===== src/rtl/mc_control.sv =====
// Multi-cycle control unit: sequences each instruction through
// FETCH/DECODE/EXEC/MEM/WB (plus MDWAIT for multu/div) and drives the
// datapath selects, write strobes and a retired-instruction counter.
module mc_control #(
  parameter int MUL_CYCLES = 4,
  parameter int DIV_CYCLES = 16,
  parameter int RET_W      = 32
) (
  input  logic             clk,
  input  logic             rst_n,
  input  logic [5:0]       opcode,
  input  logic [5:0]       func,
  input  logic             zero,
  input  logic             mem_ready,
  output logic             ir_we,
  output logic             pc_we,
  output logic             c1,
  output logic             c2,
  output logic             c3,
  output logic             c4,
  output logic [2:0]       cA,
  output logic [1:0]       cB,
  output logic [1:0]       cmul,
  output logic             dmem_we,
  output logic             reg_we,
  output logic             md_busy,
  output logic             illegal,
  output logic [2:0]       state,
  output logic [RET_W-1:0] retired
);

  localparam int MD_MAX = (MUL_CYCLES > DIV_CYCLES) ? MUL_CYCLES : DIV_CYCLES;
  localparam int CNT_W  = $clog2(MD_MAX + 1);

  typedef enum logic [2:0] {
    S_FETCH  = 3'd0,
    S_DECODE = 3'd1,
    S_EXEC   = 3'd2,
    S_MEM    = 3'd3,
    S_WB     = 3'd4,
    S_MDWAIT = 3'd5
  } state_e;

  typedef enum logic [3:0] {
    CL_RES, CL_LUI, CL_ADDIU, CL_ADD, CL_LW, CL_SW,
    CL_BEQ, CL_J, CL_MULTU, CL_DIV
  } class_e;

  state_e            stateQ, stateD;
  class_e            classQ, classD, decClass;
  logic [CNT_W-1:0]  cntQ, cntD;
  logic [RET_W-1:0]  retQ;

  // Classify the instruction currently presented by the IR.
  always_comb begin
    decClass = CL_RES;
    case (opcode)
      6'b000000: begin
        case (func)
          6'b100000: decClass = CL_ADD;
          6'b011001: decClass = CL_MULTU;
          6'b011010: decClass = CL_DIV;
          default:   decClass = CL_RES;
        endcase
      end
      6'b001111: decClass = CL_LUI;
      6'b001001: decClass = CL_ADDIU;
      6'b100011: decClass = CL_LW;
      6'b101011: decClass = CL_SW;
      6'b000100: decClass = CL_BEQ;
      6'b000010: decClass = CL_J;
      default:   decClass = CL_RES;
    endcase
  end

  // State, class, wait counter and retired counter registers.
  always_ff @(posedge clk or negedge rst_n) begin
    if (!rst_n) begin
      stateQ <= S_FETCH;
      classQ <= CL_RES;
      cntQ   <= '0;
      retQ   <= '0;
    end else begin
      stateQ <= stateD;
      classQ <= classD;
      cntQ   <= cntD;
      if (pc_we) retQ <= retQ + 1'b1;
    end
  end

  // Next-state logic; the class is captured only in DECODE.
  always_comb begin
    stateD = stateQ;
    classD = classQ;
    cntD   = cntQ;
    case (stateQ)
      S_FETCH: if (mem_ready) stateD = S_DECODE;
      S_DECODE: begin
        classD = decClass;
        case (decClass)
          CL_J, CL_RES: stateD = S_FETCH;
          CL_MULTU: begin
            cntD   = CNT_W'(MUL_CYCLES);
            stateD = S_MDWAIT;
          end
          CL_DIV: begin
            cntD   = CNT_W'(DIV_CYCLES);
            stateD = S_MDWAIT;
          end
          default: stateD = S_EXEC;
        endcase
      end
      S_EXEC: begin
        case (classQ)
          CL_LW, CL_SW:              stateD = S_MEM;
          CL_LUI, CL_ADDIU, CL_ADD:  stateD = S_WB;
          default:                   stateD = S_FETCH;
        endcase
      end
      S_MEM: if (mem_ready) stateD = (classQ == CL_LW) ? S_WB : S_FETCH;
      S_WB: stateD = S_FETCH;
      S_MDWAIT: begin
        cntD = cntQ - 1'b1;
        if (cntQ == CNT_W'(1)) stateD = S_FETCH;
      end
      default: stateD = S_FETCH;
    endcase
  end

  // Strobes and next-PC select; forced low while reset is asserted.
  always_comb begin
    ir_we   = 1'b0;
    pc_we   = 1'b0;
    dmem_we = 1'b0;
    reg_we  = 1'b0;
    md_busy = 1'b0;
    illegal = 1'b0;
    cB      = 2'b00;
    if (rst_n) begin
      case (stateQ)
        S_FETCH: ir_we = mem_ready;
        S_DECODE: begin
          if (decClass == CL_J) begin
            pc_we = 1'b1;
            cB    = 2'b10;
          end else if (decClass == CL_RES) begin
            pc_we   = 1'b1;
            illegal = 1'b1;
          end
        end
        S_EXEC: begin
          if (classQ == CL_BEQ) begin
            pc_we = 1'b1;
            cB    = zero ? 2'b01 : 2'b00;
          end
        end
        S_MEM: begin
          if (classQ == CL_SW) begin
            dmem_we = mem_ready;
            pc_we   = mem_ready;
          end
        end
        S_WB: begin
          reg_we = 1'b1;
          pc_we  = 1'b1;
        end
        S_MDWAIT: begin
          md_busy = 1'b1;
          pc_we   = (cntQ == CNT_W'(1));
        end
        default: ;
      endcase
    end
  end

  // Datapath selects decoded from the latched class.
  always_comb begin
    c1   = (classQ == CL_LUI) || (classQ == CL_ADDIU) ||
           (classQ == CL_LW)  || (classQ == CL_SW);
    c2   = (classQ == CL_ADD);
    c3   = (classQ == CL_LUI);
    c4   = (classQ == CL_LW);
    cA   = 3'b000;
    cmul = 2'b00;
    case (classQ)
      CL_ADDIU, CL_LW, CL_SW: cA = 3'b010;
      CL_LUI:                 cA = 3'b001;
      CL_ADD:                 cA = 3'b100;
      default:                cA = 3'b000;
    endcase
    if (classQ == CL_MULTU) cmul = 2'b01;
    else if (classQ == CL_DIV) cmul = 2'b10;
  end

  assign state   = stateQ;
  assign retired = retQ;

endmodule


===== config.mk =====
export PLATFORM = sky130hd
export DESIGN_NAME = mc_control
export DESIGN_NICKNAME = d
export VERILOG_FILES = /design/src/rtl/mc_control.sv
export SDC_FILE = /design/constraint.sdc
export NUM_CORES = 1
export LEC_CHECK = 0
export BUFFER_PORTS_ARGS = -buffer_cell sky130_fd_sc_hd__clkbuf_2
export CORE_UTILIZATION = 35
export DETAILED_ROUTE_END_ITERATION = 10
export MAX_ROUTING_LAYER = met4
export PLACE_DENSITY = 0.69
export SLEW_MARGIN = 20
export SYNTH_ARGS = -nofsm -noshare
export SYNTH_HDL_FRONTEND = slang
export SYNTH_SLANG_ARGS = --single-unit

===== constraint.sdc =====
create_clock -name clk -period 2.17 [get_ports clk]
set_input_delay 0.1085 -clock clk [delete_from_list [all_inputs] [get_ports clk]]
set_output_delay 0.1085 -clock clk [all_outputs]
set_load 0.02 [all_outputs]

==> results.md, run 1 <==
* Primary FF master, synth: dfrtp_1
* Synthesized area at about 0.0028 sq mm
* Total grt overflow at 0
* H-Tree Depth at 2
* ANT cells at 0
* CTS Buf Count at 5
* Final Max Slew Viols at 0
* Combinational power share at between 40% and 50%
* Worst flop-to-flop path endpoint: retired[13]$_DFFE_PN0P_
* Dpl hpwl at about 5.4 mm
* CTS tree: built
* Sw Pwr at between 1 and 1.5 mW
* Crit Path Max Fanout at 6
* FP Rows at 32
* Syn avg cell area at 9.61 sq um
* DR pass1 iterations at 4
* Setup total negative slack at -1.64 ns
* Clock transition at path regs at ~0.090 ns
* Max Clock Freq at ~430 MHz
* Final Hold Fails at 0
* Async SR Flop Fraction at 100%
* Crit path time final at approximately 2.3 ns
* Unrepaired setup endpoints after global routing: yes
* Nets at about 420
* Vias at 2,659
* Tot Pwr at 3.36 mW
* Setup crit start kind: flop
* Starting Density at approximately 36%
* Vias per cell at approximately 5.3
* EDFF count, synth at 0
* Largest net degree at the start of global routing at 38
* Post-Route WL at between 7 and 8 mm
* Reg power frac at between 30% and 40%
* Hold Path Stages at 2
* Worst r2r path cells at 10
* Die Span Y at about 92 um
* Total GRT Usage at a little under a fifth
* Skew-Pair Late Insertion Delay at roughly 0.3 ns
* Endpoints failing setup at 23
* Hold path endpoint: classQ[2]$_DFFE_PN0N_
* Dominant cell type by area after synthesis: dfrtp_1
* Core Region at slightly below 0.008 sq mm
* Critical Path Source: cntQ[1]$_DFFE_PN0P_
* DR iter-0 viols at between 90 and 100
* Sw frac at between 40% and 50%
* CP Capture Type: flop
* Root Buffer: clkbuf_8
* Wire length per cell at approximately 16 um
* Port Buf Inserts at 67
* Internal at 1.98 mW
* Register area share after synthesis at about 39%
* P_leak at 1.95 nW
* Placer congestion estimate at around 0.88
* Arr. time, crit path at 2.53 ns
* WP data required at between 2 and 2.5 ns
* Die area at 0.00838 sq mm
* Antenna violations before repair at 0
* Ys Warns at 0
* Peak supply drop at around 0.34 mV
* Slew headroom at around a third
* R2R setup slack at -0.14 ns
* Synthesized instance count at a little under 300
* Fraction of layout cells with a size suffix above 1 at 44.3%
* Max-cap violations at 0
* Most frequent cells in the layout: 66 x clkbuf_2, 46 x buf_4, 40 x dfrtp_1
* Commonest non-fill, non-tap cell in the layout: clkbuf_2
* PwrDens at around 840 mW/mm^2
* Final worst-path cycle share at 106%
* Critical path type: flop to flop
* Yosys reg bits at 44
* Sequential cell area at 0.00111 sq mm
* P&R area growth vs syn at 43.3%
* Area of the multi-input gates at about 0.0018 sq mm
* Clock sinks at between 40 and 50
* Die X at just over 90 um
* DRC violations left at 0
* Clk network pwr share at approximately a fifth
* First-pass GRT wire length at about 12 mm
* Top cells by area, synth: dfrtp_1 39%, xor2_1 9.4%, nor4_2 6.2%, nor3_1 3.4%, nand2_1 3.3%
* Post-Place Worst Slack at -0.120 ns
* Final Worst Setup Slack at -0.138 ns
* Post-Synthesis Net Count at approximately 310
* DRT antenna net count at 0
* Slew @ Worst Pin at about 0.97 ns
* Worst hold path class: input port to flop
* HP Start: opcode[4]
* Status: complete, but fails checks
* Top cell type's share of synthesized area at around two fifths
* RR Startpoint: cntQ[1]$_DFFE_PN0P_
* Vias in the first global route at 2,530
* Clock Skew at 0.00948 ns
* Clock Path Buffers at 2
* Boundary pin count at a little under 70
* Failing checks: setup timing
* Fill cell total of the finished layout at 725
* Synth cell types at 58
## stage by stage
step           cell area (sq um)  hold slack, ns  utilization (%)  instances
2_1_floorplan               2840          -0.187                -        292
3_3_place_gp                3470         -0.0560             44.9        480
3_5_place_dp                3470         -0.0531             44.9        480
4_1_cts                     3730          0.0793             48.3        497
5_1_grt                     4020           0.110             52.0        506
6_report                    4020          0.0939             52.0        506
## sequential cells by signal (all words and copies together), names as in the netlist
name,count
classQ,4
cntQ,5
retired,32
state,3
## cells by family after synthesis
kind of cell | Yosys count | share of synthesized area, %
DFF | 44 | 39.3
AOI/OAI and AO/OA | 31 | 8.16
muxes | 3 | 1.16
and+or+nand+nor | 151 | 34.4
xor gates and xnor gates | 33 | 10.3
adders and majority gates | 5 | 2.23
buffers and inverters | 25 | 4.50
## synth_stat cells, drive strengths merged, types with 8 or more instances
library cell	number
dfrtp	44
xor2	30
nand2	25
nor2	20
nor3	20
nor4	17
nand3	13
and3	11
inv	9
buf	8
clkbuf	8
## worst max path at each step
stage | endpoint | slack (ns)
6_report | retired[13]$_DFFE_PN0P_ | -0.14
3_5_place_dp | retired[11]$_DFFE_PN0P_ | -0.12
3_3_place_gp | retired[11]$_DFFE_PN0P_ | -0.04
4_1_cts | retired[27]$_DFFE_PN0P_ | -0.07
2_1_floorplan | retired[1]$_DFFE_PN0P_ | -0.001
5_1_grt | retired[9]$_DFFE_PN0P_ | -0.25
## critical path: stages, from the launching register on
cell,delay [ns]
dfrtp_1,0.40
inv_2,0.08
ha_4,0.12
or4b_4,0.47
nor3_4,0.16
o311a_1,0.21
a211oi_4,0.08
buf_4,0.17
buf_6,0.12
and4b_1,0.26
xor2_1,0.16
## power by group through the flow
stage	logic, mW	clock network, mW	registers (mW)
after floorplan	0.687	0	1.23
after global placement	1.22	0	1.14
after detailed placement	1.25	0	1.15
after CTS	1.35	0.659	1.14
after global routing	1.69	0.690	1.17
final	1.57	0.642	1.15
## timing repair
action                     4_1_cts  5_1_grt
gates resized for setup         14       38
hold endpoints to repair         7        0
setup endpoints to repair       24       32
setup buffers                    7        8
pin swaps                        7       16
hold buffers                     1        0
gates cloned                     1        1
## layout make-up
cell class	instances	share of cell area [%]
Tap cell	102	3.18
Multi-Input combinational cell	223	45.8
Inverter	9	0.965
Clock inverter	3	1.15
Clock buffer	5	1.71
Sequential cell	44	27.5
Timing Repair Buffer	120	19.7
## layer usage
| layer | global-route usage [%] | routed length [um] | up-vias |
|---|---|---|---|
| met3 | 2.76 | 299 | 2 |
| li1 | - | - | 1282 |
| met5 | - | 0 | - |
| met4 | 4.23 | 21 | 0 |
| met1 | 23.1 | 3350 | 1298 |
| met2 | 30.8 | 4190 | 77 |
Power figures use the tool's default switching activity.
==> run 2, diff against run 1 <==
PLACE_DENSITY = 0.59   (was 0.69)
RECOVER_POWER = 25   (was not set)
==> results.md, run 2 (synthesized netlist as in run 1, its figures left out) <==
* CP Capture Type: output port (was flop)
* Skew-Pair Late Insertion Delay at 0.29 ns (was 0.30 ns)
* PwrDens at 794 mW/mm^2 (was 835 mW/mm^2)
* Crit path time final at 2.24 ns (was 2.31 ns)
* Boundary pin count at 68 (unchanged)
* Die area at 0.00838 sq mm (unchanged)
* Critical Path Source: cntQ[1]$_DFFE_PN0P_ (unchanged)
* First-pass GRT wire length at 12.0 mm (was 12.1 mm)
* Final Worst Setup Slack at -0.0667 ns (was -0.138 ns)
* CP top delay family: compound AO/OA/AOI/OAI gates (was simple AND/OR/NAND/NOR gates)
* Placer congestion estimate at 0.863 (was 0.882)
* Status: complete, but fails checks (unchanged)
* Nets at 417 (was 424)
* P_leak at 1.79 nW (was 1.95 nW)
* Fraction of layout cells with a size suffix above 1 at 40.6% (was 44.3%)
* Starting Density at 36.3% (unchanged)
* Die Span Y at 91.5 um (unchanged)
* Clock transition at path regs at 0.08 ns (was 0.09 ns)
* Slowest cell on the critical path: dfrtp_1 (was or4b_4)
* Worst Path Buf+Inv at 4 (was 3)
* FP Rows at 32 (unchanged)
* DRC violations left at 0 (unchanged)
* Port Buf Inserts at 67 (unchanged)
* Final Max Slew Viols at 0 (unchanged)
* Max Clock Freq at 447 MHz (was 433 MHz)
* Clock Skew at 0.00795 ns (was 0.00948 ns)
* Post-Route WL at 7.03 mm (was 7.87 mm)
* Final design utilization at 48.8% (was 52.0%)
* DR pass1 iterations at 4 (unchanged)
* Design Area, Final at 0.00377 sq mm (was 0.00402 sq mm)
* Root Buffer: clkbuf_8 (unchanged)
* Die X at 91.5 um (unchanged)
* DR iter-0 viols at 84 (was 93)
* CTS tree: built (unchanged)
* Critical path type: flop to output port (was flop to flop)
* Total GRT Usage at 18.1% (was 18.3%)
* Commonest non-fill, non-tap cell in the layout: clkbuf_2 (unchanged)
* Clock sinks at 44 (unchanged)
* Most frequent cells in the layout: 67 x clkbuf_2, 41 x dfrtp_1, 40 x buf_4 (was 66 x clkbuf_2, 46 x buf_4, 40 x dfrtp_1)
* Final Hold Fails at 0 (unchanged)
* Failing checks: setup timing (unchanged)
* Setup crit start kind: flop (unchanged)
* Vias in the first global route at 2,529 (was 2,530)
* Most frequent CP cell: inv_2
* P&R area growth vs syn at 34.5% (was 43.3%)
* Slew headroom at 41.5% (was 35.3%)
* H-Tree Depth at 2 (unchanged)
* Crit Path Max Fanout at 16 (was 6)
* Core Region at 0.00773 sq mm (unchanged)
* Antenna violations before repair at 0 (unchanged)
* Final worst-path cycle share at 103% (was 106%)
* Clock Path Buffers at 2 (unchanged)
* CP Cell Sequence: inv_2 > ha_1 > or4b_4 > nor3_2 > o311a_1 > a211oi_4 > buf_12 > inv_2 > clkbuf_2 (was inv_2 > ha_4 > or4b_4 > nor3_4 > o311a_1 > a211oi_4 > buf_4 > buf_6 > and4b_1 > xor2_1)
* ANT cells at 0 (unchanged)
* DRT antenna net count at 0 (unchanged)
* Unrepaired setup endpoints after global routing: yes (unchanged)
* Arr. time, crit path at 2.13 ns (was 2.53 ns)
* CTS Buf Count at 5 (unchanged)
* Vias at 2,585 (was 2,659)
* Vias per cell at 5.18 (was 5.25)
* Tot Pwr at 2.99 mW (was 3.36 mW)
* Setup total negative slack at -0.183 ns (was -1.64 ns)
* Max reg flops at 32 (unchanged)
* Endpoints failing setup at 8 (was 23)
* Slew @ Worst Pin at 0.877 ns (was 0.968 ns)
* Placed insts at 485 (was 480)
* Worst hold path class: input port to flop (unchanged)
* RR Startpoint: cntQ[1]$_DFFE_PN0P_ (unchanged)
* WP data required at 2.06 ns (was 2.39 ns)
* Total grt overflow at 0 (unchanged)
* Dpl hpwl at 5.26 mm (was 5.40 mm)
* Crit-path max cell delay at 0.36 ns (was 0.47 ns)
* HP Start: opcode[4] (unchanged)
* Wire length per cell at 14.1 um (was 15.5 um)
* Largest net degree at the start of global routing at 37 (was 38)
* Max-cap violations at 0 (unchanged)
* Peak supply drop at 0.345 mV (was 0.342 mV)
* Finished Layout Cells at 499 (was 506)
* Placed cell areas at 0.00352 sq mm (was 0.00347 sq mm)
run 2: path summary, 6_finish.rpt:
check / endpoint / slack, ns / cells after the start
max: pc_we / -0.07 / 9
min in group asynchronous: cntQ[2]$_DFFE_PN0P_ / 0.23 / 2
min reg2reg: retired[31]$_DFFE_PN0P_ / 0.47 / 1
max reg2reg: retired[1]$_DFFE_PN0P_ / -0.07 / 9
min: classQ[2]$_DFFE_PN0N_ / 0.10 / 2
max in group asynchronous: retired[10]$_DFFE_PN0P_ / 0.73 / 3
run 2: worst reg2reg max path, delay by kind of cell (launching register included):
family / cells / cell delay, ns
DFF: 1 / 0.36
AOI/OAI and AO/OA: 2 / 0.63
muxes: 1 / 0.31
buffers and inverters: 3 / 0.42
and+or+nand+nor: 2 / 0.24
adders and majority gates: 1 / 0.16
run 2: layer usage:
layer,vias to the layer above,track usage (%),part of all wire (%)
met1,1259,23.4,48
met2,57,29.8,48
li1,1267,-,-
met3,2,3.02,3.7
met4,0,3.97,0.60
met5,-,-,0
run 2: area by class of cell:
cell class                 instances  area, sq um
clock buffer                       7         76.3
inverter                           9         33.8
tap                              102          128
fill                             754         3960
clock inverter                     1         5.00
timing repair buffer             113          704
multi-input combinational        223         1720
sequential                        44         1100
run 2: stage by stage:
| stage | hold WS [ns] | setup WS, ns |
|---|---|---|
| floorplan | -0.187 | -0.00148 |
| global placement | -0.0497 | -0.0648 |
| detailed placement | -0.0536 | -0.135 |
| CTS | 0.0901 | -0.0796 |
| global route | 0.126 | -0.147 |
| finish | 0.101 | -0.0667 |
run 2: what timing repair did:
item / CTS / global route
hold buffers: 1 / 0
pin swaps: 7 / 5
buffers inserted: 4 / 1
endpoints found under the hold margin: 8 / 0
resized for setup: 20 / 5
setup endpoints to repair: 29 / 32
gates cloned: 1 / 0
run 2: report_power, final:
part | internal, mW | total, mW | leakage, nW | switching (mW)
combinational | 0.561 | 1.37 | 1.21 | 0.812
clock | 0.226 | 0.495 | 0.0422 | 0.268
sequential | 0.964 | 1.13 | 0.531 | 0.163
total | 1.75 | 2.99 | 1.79 | 1.24
